## config.mk

```make
export PLATFORM = sky130hd
export DESIGN_NAME = lfsr_digit_gen
export DESIGN_NICKNAME = d
export VERILOG_FILES = /design/src/rtl/lfsr_pkg.sv /design/src/rtl/lfsr_digit_gen_leap.sv /design/src/rtl/lfsr_digit_gen.sv
export SDC_FILE = /design/constraint.sdc
export NUM_CORES = 1
export LEC_CHECK = 0
export BUFFER_PORTS_ARGS = -buffer_cell sky130_fd_sc_hd__buf_4
export CELL_PAD_IN_SITES_DETAIL_PLACEMENT = 0
export CELL_PAD_IN_SITES_GLOBAL_PLACEMENT = 1
export CORE_MARGIN = 4
export CORE_UTILIZATION = 45
export CTS_BUF_LIST = sky130_fd_sc_hd__clkbuf_4 sky130_fd_sc_hd__clkbuf_8 sky130_fd_sc_hd__clkbuf_16
export DETAILED_ROUTE_END_ITERATION = 8
export GPL_TIMING_DRIVEN = 0
export PLACE_DENSITY = 0.88
export SLEW_MARGIN = 30
export SYNTH_ARGS = -nofsm -noshare
export SYNTH_HDL_FRONTEND = slang
export SYNTH_SLANG_ARGS = --single-unit
```

## constraint.sdc

```tcl
create_clock -name clk -period 2.9 [get_ports clk]
set_clock_uncertainty 0.1 [all_clocks]
set_input_delay 0 -clock clk [delete_from_list [all_inputs] [get_ports clk]]
set_output_delay 0 -clock clk [all_outputs]
set_load 0.01 [all_outputs]
```

## src/rtl/lfsr_pkg.sv

```systemverilog
// Shared LFSR definitions: maximal-length XNOR tap masks and the single-step function.
package lfsr_pkg;

  localparam int unsigned LFSR_MAX_WIDTH = 32;

  // Bit t-1 is set for tap t of the XNOR maximal-length table, for widths 3..32.
  function automatic logic [LFSR_MAX_WIDTH-1:0] lfsr_taps(input int unsigned width);
    logic [LFSR_MAX_WIDTH-1:0] taps;
    taps = '0;
    case (width)
      3:       taps = 32'h0000_0006;
      4:       taps = 32'h0000_000C;
      5:       taps = 32'h0000_0014;
      6:       taps = 32'h0000_0030;
      7:       taps = 32'h0000_0060;
      8:       taps = 32'h0000_00B8;
      9:       taps = 32'h0000_0110;
      10:      taps = 32'h0000_0240;
      11:      taps = 32'h0000_0500;
      12:      taps = 32'h0000_0829;
      13:      taps = 32'h0000_100D;
      14:      taps = 32'h0000_2015;
      15:      taps = 32'h0000_6000;
      16:      taps = 32'h0000_D008;
      17:      taps = 32'h0001_2000;
      18:      taps = 32'h0002_0400;
      19:      taps = 32'h0004_0023;
      20:      taps = 32'h0009_0000;
      21:      taps = 32'h0014_0000;
      22:      taps = 32'h0030_0000;
      23:      taps = 32'h0042_0000;
      24:      taps = 32'h00E1_0000;
      25:      taps = 32'h0120_0000;
      26:      taps = 32'h0200_0023;
      27:      taps = 32'h0400_0013;
      28:      taps = 32'h0900_0000;
      29:      taps = 32'h1400_0000;
      30:      taps = 32'h2000_0029;
      31:      taps = 32'h4800_0000;
      32:      taps = 32'h8020_0003;
      default: taps = '0;
    endcase
    return taps;
  endfunction

  // Caller truncates to its own width; taps never reach above it, so upper bits are don't-care.
  function automatic logic [LFSR_MAX_WIDTH-1:0] lfsr_step(
    input logic [LFSR_MAX_WIDTH-1:0] state,
    input logic [LFSR_MAX_WIDTH-1:0] taps
  );
    return {state[LFSR_MAX_WIDTH-2:0], ~^(state & taps)};
  endfunction

endpackage

```

## src/rtl/lfsr_digit_gen_leap.sv

```systemverilog
// Combinational STEPS-fold advance of one XNOR Fibonacci LFSR.
module lfsr_leap
  import lfsr_pkg::*;
#(
  parameter int unsigned WIDTH = 32,
  parameter int unsigned STEPS = 4
) (
  input  logic [WIDTH-1:0] state,
  output logic [WIDTH-1:0] leaped
);

  localparam logic [LFSR_MAX_WIDTH-1:0] Taps = lfsr_taps(WIDTH);

  always_comb begin
    leaped = state;
    for (int unsigned i = 0; i < STEPS; i++) begin
      leaped = WIDTH'(lfsr_step(LFSR_MAX_WIDTH'(leaped), Taps));
    end
  end

endmodule

```

## src/rtl/lfsr_digit_gen.sv

```systemverilog
// Multi-channel pseudo-random digit source with valid/ready output and runtime reseed.
module lfsr_digit_gen
  import lfsr_pkg::*;
#(
  parameter int unsigned      WIDTH    = 32,
  parameter int unsigned      CHANNELS = 4,
  parameter int unsigned      DIGIT_W  = 4,
  parameter logic [WIDTH-1:0] SEED     = '0
) (
  input  logic                          clk,
  input  logic                          reset,
  input  logic                          seed_load,
  input  logic [WIDTH-1:0]              seed_in,
  input  logic                          out_ready,
  output logic                          out_valid,
  output logic [CHANNELS*DIGIT_W-1:0]   out_data,
  output logic [CHANNELS-1:0]           seed_fixed
);

  logic valid_q, valid_d;
  logic fire;

  assign fire      = valid_q & out_ready;
  assign out_valid = valid_q;

  // A reload withdraws the current word for one cycle so the new stream starts cleanly.
  always_comb begin
    valid_d = ~seed_load;
  end

  always_ff @(posedge clk) begin
    if (reset) begin
      valid_q <= 1'b0;
    end else begin
      valid_q <= valid_d;
    end
  end

  for (genvar k = 0; k < CHANNELS; k++) begin : gen_ch
    logic [WIDTH-1:0] state_q, state_d;
    logic [WIDTH-1:0] leaped;
    logic [WIDTH-1:0] rst_seed, load_seed;
    logic             load_lockup;
    logic             fixed_q, fixed_d;

    assign rst_seed    = SEED ^ WIDTH'(k);
    assign load_seed   = seed_in ^ WIDTH'(k);
    assign load_lockup = &load_seed;

    lfsr_leap #(
      .WIDTH (WIDTH),
      .STEPS (DIGIT_W)
    ) u_leap (
      .state  (state_q),
      .leaped (leaped)
    );

    // Reload takes priority over a coincident transfer; the presented word counts as consumed.
    always_comb begin
      state_d = state_q;
      fixed_d = fixed_q;
      if (seed_load) begin
        state_d = load_lockup ? '0 : load_seed;
        fixed_d = fixed_q | load_lockup;
      end else if (fire) begin
        state_d = leaped;
      end
    end

    always_ff @(posedge clk) begin
      if (reset) begin
        state_q <= (&rst_seed) ? '0 : rst_seed;
        fixed_q <= 1'b0;
      end else begin
        state_q <= state_d;
        fixed_q <= fixed_d;
      end
    end

    assign out_data[k*DIGIT_W +: DIGIT_W] = state_q[DIGIT_W-1:0];
    assign seed_fixed[k]                  = fixed_q;
  end

endmodule

```

==> metrics.md <==
| Metric | Value |
|---|---|
| Status | completed |
| Core area | ~14000 µm² |
| CTS Sinks | 133 |
| Distinct cells, synth | 29 |
| Share of cells above drive strength 1 | roughly 13% |
| Power per cell area | 710 nW/µm² |
| Final Net Count | roughly 970 |
| TritonCTS clock tree | yes |
| CP Capture Type | register |
| WL final | 24.0 mm |
| Final hold vios | 0 |
| Chip width | 128 µm |
| Yosys warning total | 0 |
| WL/cell | ~21 µm |
| Syn nets | between 800 and 900 |
| Vias in the first global route | around 6500 |
| Non-Filler Instances | ~1100 |
| Initial core utilization | a little under half |
| TNS Setup | 0 ps |
| Min Tclk post-route | between 2000 and 2500 ps |
| Smallest hold slack | roughly 150 ps |
| Most common cell after layout, fill and taps aside | nor2_1 |
| Gpl congestion | 0.973 |
| CTS Buf Count | 17 |
| EDFF count, synth | 0 |
| Crit path max fanout | 10 |
| Grt ovf | 0 |
| Worst R2R Setup Slack | between 600 and 700 ps |
| Slew Limit Headroom | 45.2% |
| Most frequent cells in the layout | nor2_1, dfxtp_1, a21oi_1 |
| Total power | roughly 5.8 mW |
| Data required time at the worst endpoint | ~3100 ps |
| Pre-CTS WS | about 750 ps |
| Peak VDD IR | ~480 µV |
| Worst-margin pin slew | ~820 ps |
| Tot GR Track Use | 28.6% |
| R2R Path End | gen_ch[0].state_q[17]$_SDFFE_PP0P_ |
| Antenna Nets Post-Route | 0 |
| Initial antenna violation count | 0 |
| DPL Wire Length | 16.0 mm |
| # diodes | 0 |
| CP arrival | about 2500 ps |
| DR vias | ~6900 |
| Post-route clock period utilization | between 70% and 80% |
| Layout area overhead | 25.9% |
| Root cell of the clock tree | clkbuf_16 |
| Final WS setup | roughly 660 ps |
| Clk slew on worst S/H paths | around 60 ps |
| Iteration-0 DRC Markers | between 900 and 1000 |
| Full die area | 16500 µm² |
| Asr flop ratio synth | 0% |
| Launching point of the worst reg2reg path | out_valid$_SDFF_PP0_ |
| Synth Flop Type | dfxtp_1 |
| First-pass GRT wire length | 36.6 mm |
| IO buf count | 55 |
| Placed Cells | 1061 |
| Fmax | about 0.45 GHz |
| Htree depth | 4 |
| Max-cap viol count | 0 |
| Row cnt | 43 |
| Leak | 3.24 nW |
| Hold Crit Class | in2reg |
| Final setup fails | 0 |
| Mapped Cells | around 830 |
| FF-to-FF path depth | 5 |
| Mapped Avg Cell Area | between 7 and 8 µm² |
| Sequential area share after synthesis | about two fifths |
| Clock Path Buffers | 2 |
| Drt drc | 0 |
| IO Count | 57 |
| WHS Endpoint | gen_ch[1].state_q[29]$_SDFFE_PP0P_ |
| Worst hold stages | 5 |
| Largest net degree at the start of global routing | 17 |
| Chip height | 128 µm |
| Synth Cell Area | between 6000 and 7000 µm² |
| Register bit count reported by yosys | 133 |
| RSZ-0062 raised after global routing | false |
| Element type at the critical path start | register |
| Pre-antenna DRT Iters | 5 |
| Worst-Skew Late Latency | ~430 ps |
| Critical path class | reg2reg |
| Hold Startpoint | out_ready |
| Fin. max-slew vios | 0 |
| Drt via density | slightly above 6 |
[kinds of logic after synthesis]
| family | Yosys count | share of synthesized area [%] |
|---|---|---|
| buf+inv | 103 | 7.33 |
| xor+xnor | 41 | 6.34 |
| simple gates | 288 | 20.6 |
| flops | 133 | 40.8 |
| compound gates | 261 | 25.0 |
[through the flow]
stage,util [%],area (µm²)
2_1_floorplan,-,6530
3_3_place_gp,51.1,7170
3_5_place_dp,51.1,7170
4_1_cts,58.6,8220
5_1_grt,58.6,8220
6_report,58.6,8220
[flip-flops by register name, indices dropped and copies added, names as in the netlist]
name and flops:
gen_ch.state_q 128, gen_ch.fixed_q 4, out_valid 1
[layer usage]
metal	part of all wire (%)	GRT usage (%)	wire (µm)	vias to the layer above
met4	4.2	10.6	1010	0
met1	42	39.5	9990	3246
met3	11	7.43	2580	91
li1	-	-	-	3187
met2	43	43.2	10400	399
met5	0	0	0	-
[layout make-up]
cell class                      instances  area [µm²]
Fill cell                            1270        5820
Multi-Input combinational cell        590        3390
Timing Repair Buffer                   87         733
Inverter                                1        3.75
Buffer                                102         475
Clock inverter                         14         305
Tap cell                              180         225
Sequential cell                       133        2660
Clock buffer                           17         425
[cell usage after synthesis, types with 11 or more instances]
| cell type | number | area, µm² |
|---|---|---|
| buf_4 | 20 | 150 |
| buf_1 | 11 | 41.3 |
| a211oi_1 | 117 | 878 |
| nand4_1 | 11 | 68.8 |
| nand3_1 | 117 | 586 |
| a21oi_1 | 122 | 611 |
| dfxtp_1 | 133 | 2660 |
| clkbuf_1 | 62 | 233 |
| xnor2_1 | 26 | 228 |
| xor2_1 | 11 | 96.3 |
| nor2_1 | 134 | 503 |
[what timing repair did]
| action | CTS | global route |
|---|---|---|
| setup buffers | 0 | 0 |
| resized for setup | 0 | 0 |
| endpoints found under the setup margin | 0 | 0 |
| hold endpoints to repair | 128 | 0 |
| hold buffers | 32 | 0 |
[critical path: stages, from the launching register on]
cell	delay, ps
dfxtp_1	320
a21oi_1	210
clkbuf_1	650
clkbuf_1	480
a21oi_1	90
a211oi_1	280
[power by group]
part           leakage (nW)  switching (mW)  internal, mW
Combinational          1.79           0.585         0.442
Sequential             1.10           0.122          1.98
Clock                 0.341           0.844          1.86
[how the worst max path moves through the flow]
stage | from | endpoint | cells after the start
floorplan | out_valid$_SDFF_PP0_ | gen_ch[2].state_q[10]$_SDFFE_PP0P_ | 5
global placement | out_valid$_SDFF_PP0_ | gen_ch[0].state_q[20]$_SDFFE_PP0P_ | 5
detailed placement | out_valid$_SDFF_PP0_ | gen_ch[0].state_q[29]$_SDFFE_PP0P_ | 5
CTS | out_valid$_SDFF_PP0_ | gen_ch[0].state_q[29]$_SDFFE_PP0P_ | 5
global route | out_valid$_SDFF_PP0_ | gen_ch[1].state_q[2]$_SDFFE_PP0P_ | 5
finish | out_valid$_SDFF_PP0_ | gen_ch[0].state_q[17]$_SDFFE_PP0P_ | 5
(Power assumes the default switching activity.)
